**src/rtl/ahbl_master_input_stage.sv**
```systemverilog
// AHB-Lite per-master input stage.
// Holds an ungranted address phase and stalls the master until the bus takes it.
// Presents the live or held address phase to the arbiter and mux, and forwards the
// bus response to the master only during that master's own data phase.
//
// state  | meaning
// -------+-------------------------------------------------------------
// S_IDLE | no transfer outstanding; master sees HREADY=1
// S_WAIT | address phase held in hold regs, master stalled until accept
// S_DATA | this master owns the bus data phase; response passed through
`timescale 1ns/1ps
module ahbl_master_input_stage #(
   parameter int ADDR_WIDTH = 32,
   parameter int DATA_WIDTH = 32
) (
   input  logic                  HCLK,
   input  logic                  HRESETn,
   input  logic [ADDR_WIDTH-1:0] M_HADDR,
   input  logic [1:0]            M_HTRANS,
   input  logic                  M_HWRITE,
   input  logic [2:0]            M_HSIZE,
   input  logic [2:0]            M_HBURST,
   input  logic [3:0]            M_HPROT,
   input  logic                  M_HMASTLOCK,
   output logic                  M_HREADY,
   output logic                  M_HRESP,
   output logic [DATA_WIDTH-1:0] M_HRDATA,
   output logic [ADDR_WIDTH-1:0] O_HADDR,
   output logic [1:0]            O_HTRANS,
   output logic                  O_HWRITE,
   output logic [2:0]            O_HSIZE,
   output logic [2:0]            O_HBURST,
   output logic [3:0]            O_HPROT,
   output logic                  O_HMASTLOCK,
   input  logic                  GRANT,
   input  logic                  HREADY,
   input  logic                  HRESP,
   input  logic [DATA_WIDTH-1:0] HRDATA
);

   typedef enum logic [1:0] {
      S_IDLE = 2'd0,
      S_WAIT = 2'd1,
      S_DATA = 2'd2
   } state_t;

   state_t                  state_q, state_d;
   logic                    hold_valid_q, hold_valid_d;
   logic                    capture;
   logic [ADDR_WIDTH-1:0]   hold_addr_q;
   logic [1:0]              hold_trans_q;
   logic                    hold_write_q;
   logic [2:0]              hold_size_q;
   logic [2:0]              hold_burst_q;
   logic [3:0]              hold_prot_q;
   logic                    hold_lock_q;
   logic                    mready;
   logic                    live;
   logic                    accept;

   // Master-facing response is a pure function of the state.
   always_comb begin
      mready   = 1'b1;
      M_HRESP  = 1'b0;
      M_HRDATA = '0;
      case (state_q)
         S_WAIT: mready = 1'b0;
         S_DATA: begin
            mready   = HREADY;
            M_HRESP  = HRESP;
            M_HRDATA = HRDATA;
         end
         default: mready = 1'b1;
      endcase
   end

   assign M_HREADY = mready;
   assign live     = mready & M_HTRANS[1];
   // GRANT only selects which O_* the mux forwards, so accept needs no O_* term.
   assign accept   = GRANT & HREADY;

   // Next-state decode; capture fires only when a live transfer is not accepted.
   always_comb begin
      state_d      = state_q;
      hold_valid_d = hold_valid_q;
      capture      = 1'b0;
      case (state_q)
         S_IDLE: begin
            if (live && accept) begin
               state_d = S_DATA;
            end else if (live) begin
               capture      = 1'b1;
               hold_valid_d = 1'b1;
               state_d      = S_WAIT;
            end
         end
         S_WAIT: begin
            if (accept) begin
               hold_valid_d = 1'b0;
               state_d      = S_DATA;
            end
         end
         S_DATA: begin
            // With HREADY low the master is holding its next phase; nothing moves.
            if (HREADY) begin
               if (live && accept) begin
                  state_d = S_DATA;
               end else if (live) begin
                  capture      = 1'b1;
                  hold_valid_d = 1'b1;
                  state_d      = S_WAIT;
               end else begin
                  state_d = S_IDLE;
               end
            end
         end
         default: begin
            state_d      = S_IDLE;
            hold_valid_d = 1'b0;
         end
      endcase
   end

   // State and hold-valid registers; reset drops any held transfer.
   always_ff @(posedge HCLK or negedge HRESETn) begin
      if (!HRESETn) begin
         state_q      <= S_IDLE;
         hold_valid_q <= 1'b0;
      end else begin
         state_q      <= state_d;
         hold_valid_q <= hold_valid_d;
      end
   end

   // Hold registers load only on capture and stay stable through WAIT.
   always_ff @(posedge HCLK or negedge HRESETn) begin
      if (!HRESETn) begin
         hold_addr_q  <= '0;
         hold_trans_q <= 2'b00;
         hold_write_q <= 1'b0;
         hold_size_q  <= 3'd0;
         hold_burst_q <= 3'd0;
         hold_prot_q  <= 4'd0;
         hold_lock_q  <= 1'b0;
      end else if (capture) begin
         hold_addr_q  <= M_HADDR;
         hold_trans_q <= M_HTRANS;
         hold_write_q <= M_HWRITE;
         hold_size_q  <= M_HSIZE;
         hold_burst_q <= M_HBURST;
         hold_prot_q  <= M_HPROT;
         hold_lock_q  <= M_HMASTLOCK;
      end
   end

   // Arbiter-facing phase: held copy when valid, else the live master signals.
   // Forced to zero in reset so the arbiter never sees a transfer from a master
   // that is still driving one while the bus is being reset.
   always_comb begin
      O_HADDR     = M_HADDR;
      O_HTRANS    = M_HTRANS;
      O_HWRITE    = M_HWRITE;
      O_HSIZE     = M_HSIZE;
      O_HBURST    = M_HBURST;
      O_HPROT     = M_HPROT;
      O_HMASTLOCK = M_HMASTLOCK;
      if (!HRESETn) begin
         O_HADDR     = '0;
         O_HTRANS    = 2'b00;
         O_HWRITE    = 1'b0;
         O_HSIZE     = 3'd0;
         O_HBURST    = 3'd0;
         O_HPROT     = 4'd0;
         O_HMASTLOCK = 1'b0;
      end else if (hold_valid_q) begin
         O_HADDR     = hold_addr_q;
         O_HTRANS    = hold_trans_q;
         O_HWRITE    = hold_write_q;
         O_HSIZE     = hold_size_q;
         O_HBURST    = hold_burst_q;
         O_HPROT     = hold_prot_q;
         O_HMASTLOCK = hold_lock_q;
      end
   end

endmodule
```
**config.mk**
```make
export PLATFORM = sky130hd
export DESIGN_NAME = ahbl_master_input_stage
export DESIGN_NICKNAME = d
export VERILOG_FILES = /design/src/rtl/ahbl_master_input_stage.sv
export SDC_FILE = /design/constraint.sdc
export NUM_CORES = 1
export LEC_CHECK = 0
export CORE_MARGIN = 4
export CORE_UTILIZATION = 44
export CTS_BUF_LIST = sky130_fd_sc_hd__clkbuf_2 sky130_fd_sc_hd__clkbuf_4 sky130_fd_sc_hd__clkbuf_8
export CTS_CLUSTER_DIAMETER = 80
export DETAILED_ROUTE_END_ITERATION = 10
export PLACE_DENSITY = 0.89
export SYNTH_ARGS = -nofsm -noshare
export SYNTH_HDL_FRONTEND = slang
export SYNTH_SLANG_ARGS = --single-unit
```
**constraint.sdc**
```tcl
create_clock -name HCLK -period 3.97 [get_ports HCLK]
set_clock_uncertainty 0.1 [all_clocks]
set_input_delay 0.5955 -clock HCLK [delete_from_list [all_inputs] [get_ports HCLK]]
set_output_delay 0.5955 -clock HCLK [all_outputs]
set_load 0.03 [all_outputs]
```
==> flow_summary.toml, run 1 <==
[run_status]
outcome = "finished, final reports clean"

[power]
irDropWorstVdd_mv = 0.2748
clockPowerShare = 0.156
seqPwrFrac = 0.330
p_sw_frac = 0.3572
power.density_mw_per_mm2 = 494.3
p_sw_uw = 849.9
cellLeakagePower_nw = 2.194
internal_power_mw = 1.529
combPwrFrac = 0.514
power_mw = 2.379

[critical_path]
regToRegStartpoint = "state_q[0]$_DFFE_PN0P_"
required_ns = 3.27
cp.arrival_ns = 2.37
cp-start-kind = "flip-flop"
r2r_slack_ns = 1.94
r2r_end = "hold_addr_q[18]$_DFFE_PN0P_"
critical_path_class = "reg2out"
crit_start = "hold_valid_q$_DFFE_PN0P_"
endpoint_kind = "primary output"
crit_end = "O_HPROT[1]"
crit_fanout = 25
reg2regPathDepth = 3

[finish]
finalNetCount = 493
synthToLayoutAreaGrowth_pct = 59.69
fin_util = 0.7411
mostFrequentLayoutCell = "clkdlybuf4s50_1"
insertedDiodeCount = 0
drive_above_1_share = 0.1533
layout_common_cells = "clkdlybuf4s50_1, dfrtp_1, nor2b_1"
fin_cells = 488
final_area_sq_mm = 0.004813

[synth]
ys.warnings.count = 0
synth_area_sq_mm = 0.003014
yosysTopAreaCell = "dfrtp_1"
synthCells = 254
yosysTopAreaCellShare = 0.4068
synth.area.top_cells = "dfrtp_1, mux2i_1, mux2_4"
synth_nets = 337
yosysSeqAreaShare = 0.4068
synth_cell_types = 21
avgSynthCellArea_sq_um = 11.87
synth-seq-cells = 49

[sta]
rsz0062_at_grt = "false"
tightest_slew_ns = 0.7092
fin_hold_ws_ns = 0.1962
tns_ns = 0
period_share = 0.7722
maxSlewHeadroom = 0.5272
max_freq_mhz = 326.2
setup_violations = 0
fin_crit_ns = 3.066
hold_viol = 0
finalWorstSetupSlack_ns = 0.9042
slew_violations = 0

[global_routing]
grt_usage = 0.1910
grt_pass1_vias = 2526
antenna_found_initial = 0
gr-total-overflow = 0
grt_max_degree = 41
grt_pass1_wl_microns = 12920

[clocking]
clk_root_buffer_cell = "clkbuf_8"
cts_sinks = 49
cts_inserted_buffers = 5
h-tree-depth = 2
insertion_delay_ns = 0.29
cts_tree = "built"
cts_hold_buf = 0
clkTransAtPathRegs_ns = 0.09
post_cts_resized = 0
post-cts-setup-buffers = 0
cts_buffer_depth = 2

[detailed_routing]
firstDrtPassIters = 4
drc = 0
via_per_inst = 4.900
ant_nets = 0
wl_per_cell_microns = 16.34
first_iter_violations = 51
vias = 2391
drt_wl_total_microns = 7972

[place]
placed_cells = 480
place_ws_ns = 1.027
globalplace.congestion = 0.7774
place_area_sq_mm = 0.004693
hpwl_microns = 6219
io_buffers = 162

[floorplanning]
fp.dieW_microns = 90.77
core_area_sq_mm = 0.006495
die_area_sq_mm = 0.008238
die_y_microns = 90.77
io_pins = 163
row_count = 29
initial_utilization = 0.4641

[worst_hold_path]
worstHoldPathType = "in2async"

[run]
maxCapViolations = 0
-- Yosys cell counts, drive strengths merged --
cell type  count
a21o           1
a21oi          1
and2          33
buf           10
clkbuf         9
dfrtp         49
mux2          45
mux2i         46
nand2          1
nand2b         4
nand3          2
nand3b         1
nand4b         1
nor2b         47
o21a           1
o21ai          2
or2b           1
-- sequential cells by signal, summed over array words and instances (netlist names) --
signal        count
hold_write_q      1
hold_prot_q       4
hold_valid_q      1
hold_size_q       3
hold_trans_q      2
hold_lock_q       1
hold_burst_q      3
state_q           2
hold_addr_q      32
-- power by group through the flow --
stage | clock network, mW | logic [mW] | registers [mW]
after floorplan | 0 | 0.848 | 0.725
after global placement | 0 | 1.22 | 0.782
after detailed placement | 0 | 1.23 | 0.794
after CTS | 0.378 | 1.24 | 0.787
after global routing | 0.403 | 1.30 | 0.809
final | 0.371 | 1.22 | 0.785
-- critical path, cell delays in order, from the launching register on --
cell,delay (ns)
dfrtp_2,0.84
buf_12,0.29
mux2i_1,0.28
nor2b_1,0.07
clkdlybuf4s50_1,0.59
-- logic make-up after synthesis --
kind of cell,count (synthesis),share of synthesized area
buf+inv,19,0.03777
compound gates,5,0.009963
mux,91,0.3557
flops,49,0.4068
simple gates,90,0.1897
-- metal layers --
layer | share of wire | track usage | wire [microns]
met1 | 0.41 | 0.2353 | 3282
met2 | 0.51 | 0.3292 | 4045
met3 | 0.070 | 0.06083 | 557
met4 | 0.011 | 0.03571 | 88
met5 | 0 | 0 | 0
-- worst min-delay path by stage --
stage                     depth (start not counted)                          end                         from
after floorplan                                   0   hold_addr_q[0]$_DFFE_PN0P_                      HRESETn
after global placement                            1  hold_trans_q[1]$_DFFE_PN0P_  hold_trans_q[1]$_DFFE_PN0P_
after detailed placement                          1  hold_trans_q[1]$_DFFE_PN0P_  hold_trans_q[1]$_DFFE_PN0P_
after CTS                                         1  hold_addr_q[22]$_DFFE_PN0P_                      HRESETn
after global routing                              1  hold_addr_q[17]$_DFFE_PN0P_                      HRESETn
final                                             1  hold_addr_q[21]$_DFFE_PN0P_                      HRESETn
-- cell type report --
type	instances	area [sq um]
flip-flops and latches	49	1227
clock inverters	1	30.03
clock buffers	7	90.09
well taps	77	96.34
multi-input cells	186	1683
fillers	440	1682
repair buffers	168	1687
(Power assumes the default switching activity.)
==> run 2: changes to the inputs <==
--- a/config.mk
+++ b/config.mk
@@ -6,11 +6,11 @@
 export NUM_CORES = 1
 export LEC_CHECK = 0
 export CORE_MARGIN = 4
-export CORE_UTILIZATION = 44
+export CORE_UTILIZATION = 41
 export CTS_BUF_LIST = sky130_fd_sc_hd__clkbuf_2 sky130_fd_sc_hd__clkbuf_4 sky130_fd_sc_hd__clkbuf_8
 export CTS_CLUSTER_DIAMETER = 80
 export DETAILED_ROUTE_END_ITERATION = 10
-export PLACE_DENSITY = 0.89
+export PLACE_DENSITY = 0.84
 export SYNTH_ARGS = -nofsm -noshare
 export SYNTH_HDL_FRONTEND = slang
 export SYNTH_SLANG_ARGS = --single-unit
==> constraint.sdc (replaced) <==
create_clock -name HCLK -period 3.2 [get_ports HCLK]
set_clock_uncertainty 0.1 [all_clocks]
set_input_delay 0.48 -clock HCLK [delete_from_list [all_inputs] [get_ports HCLK]]
set_output_delay 0.48 -clock HCLK [all_outputs]
set_load 0.03 [all_outputs]
==> run 2 against run 1 <==
  * Cell count is 3.7% higher
  * Global-route usage shrank 1.5 points
  * Combinational power increased by 27%
  * Non-clock buffer count down 1
  * Die area up 6.7%
  * Routed wire length decreased by 2.3%
  * Register-to-register slack worse by 0.64 ns
  * Clock power rose by 26%
  * Flip-flop and latch count unchanged
  * Design area grew 0.60%
  * Critical path type unchanged
  * Largest cell class unchanged
==> flow_summary.toml, run 2 (synthesized netlist as in run 1, its figures left out) <==
[finish]
final_area_sq_mm = 0.004842
fin_util = 0.6935
drive_above_1_share = 0.1512
top_regs = "hold_addr_q x32, hold_prot_q x4"
largest-register = "hold_addr_q"
largest_register_ffs = 32
mostFrequentLayoutCell = "clkdlybuf4s50_1"
layout_common_cells = "clkdlybuf4s50_1, dfrtp_1, nor2b_1"
finalNetCount = 492
synthToLayoutAreaGrowth_pct = 60.65
insertedDiodeCount = 0

[clocking]
post_cts_resized = 0
post-cts-setup-buffers = 0
cts_inserted_buffers = 5
cts_sinks = 49
clkTransAtPathRegs_ns = 0.09
cts_tree = "built"
h-tree-depth = 2
insertion_delay_ns = 0.28
cts_buffer_depth = 2
cts_hold_buf = 0
clk_root_buffer_cell = "clkbuf_8"

[detailed_routing]
ant_nets = 0
via_per_inst = 4.706
vias = 2381
first_iter_violations = 57
drc = 0
firstDrtPassIters = 4
wl_per_cell_microns = 15.39
drt_wl_total_microns = 7789

[sta]
slew_violations = 0
maxSlewHeadroom = 0.6508
tightest_slew_ns = 0.5230
hold_viol = 0
finalWorstSetupSlack_ns = 0.4689
setup_violations = 0
tns_ns = 0
rsz0062_at_grt = "false"
period_share = 0.8535
max_freq_mhz = 366.2
fin_crit_ns = 2.731

[global_routing]
grt_pass1_vias = 2554
grt_usage = 0.1759
grt_max_degree = 96
antenna_found_initial = 0
grt_pass1_wl_microns = 12540
gr-total-overflow = 0

[power]
power_mw = 2.964
cellLeakagePower_nw = 2.194
irDropWorstVdd_mv = 0.3449
power.density_mw_per_mm2 = 612.0

[place]
hpwl_microns = 5934
globalplace.congestion = 0.7416
place_ws_ns = 0.6305
io_buffers = 162
place_area_sq_mm = 0.004722

[critical_path]
cp_slowest_cell = "clkdlybuf4s50_1"
cp.arrival_ns = 2.15
r2r_end = "hold_prot_q[3]$_DFFE_PN0P_"
regToRegStartpoint = "state_q[1]$_DFFE_PN0P_"
crit_fanout = 13
worst-path-buf-inv = 2
required_ns = 2.62
critPathMaxStageDelay_ns = 0.69
cp_top_family = "buffers and inverters"
critical_path_class = "reg2out"
r2r_slack_ns = 1.30
crit_start = "hold_valid_q$_DFFE_PN0P_"
worstPathCellList = "buf_4 -> mux2i_1 -> nor2b_1 -> clkdlybuf4s50_1"
cp.depth = 4
cp-start-kind = "flip-flop"
endpoint_kind = "primary output"
reg2regPathDepth = 4
crit_end = "O_HADDR[7]"

[floorplanning]
fp.dieW_microns = 93.74
initial_utilization = 0.4317
core_area_sq_mm = 0.006982
row_count = 30
io_pins = 163
die_y_microns = 93.74
die_area_sq_mm = 0.008787

[worst_hold_path]
worstHoldPathType = "in2async"

[run_status]
outcome = "finished, final reports clean"

[run]
maxCapViolations = 0
-- run 2: cell types whose count changed in the layout (fill, tap and decap cells not counted), sizes merged --
cell / previous run / this run
buf: 7 / 6
-- run 2: worst reg2reg max path: stages, from the launching register on --
cell and delay (ns):
dfrtp_1 0.43, nand2b_2 0.13, nand4b_4 0.43, buf_12 0.38, mux2_4 0.32
-- run 2: worst min-delay path by stage --
stage                                        endpoint  slack [ns]  cells past startpoint
final                     hold_addr_q[17]$_DFFE_PN0P_        0.11                      2
after global routing      hold_addr_q[17]$_DFFE_PN0P_        0.12                      2
after CTS                 hold_addr_q[17]$_DFFE_PN0P_        0.12                      2
after detailed placement  hold_trans_q[1]$_DFFE_PN0P_        0.39                      1
after global placement    hold_trans_q[1]$_DFFE_PN0P_        0.38                      1
after floorplan            hold_addr_q[0]$_DFFE_PN0P_        0.08                      0
-- run 2: metrics by stage --
stage	cells	hold slack [ns]
5_1_grt	506	0.1229
2_1_floorplan	254	0.08441
3_5_place_dp	498	0.3906
6_report	506	0.1073
3_3_place_gp	498	0.3834
4_1_cts	506	0.1157
-- run 2: cell type report --
class | instances | area [sq um]
Fill cell | 545 | 2140
Clock inverter | 1 | 30.03
Timing Repair Buffer | 167 | 1692
Sequential cell | 49 | 1227
Tap cell | 96 | 120.1
Multi-Input combinational cell | 186 | 1683
Clock buffer | 7 | 90.09
-- run 2: metal layers --
metal | track usage | up-vias | wire (microns)
met1 | 0.2232 | 1134 | 3217
met4 | 0.02166 | 0 | 29
li1 | - | 1164 | -
met3 | 0.05208 | 4 | 549
met5 | 0 | - | 0
met2 | 0.3040 | 79 | 3992
-- run 2: where the power goes --
part | total (mW) | internal, mW | leakage, nW | switching [mW]
clock network | 0.468 | 0.264 | 0.0619 | 0.204
logic | 1.55 | 0.825 | 1.56 | 0.722
registers | 0.950 | 0.815 | 0.571 | 0.135
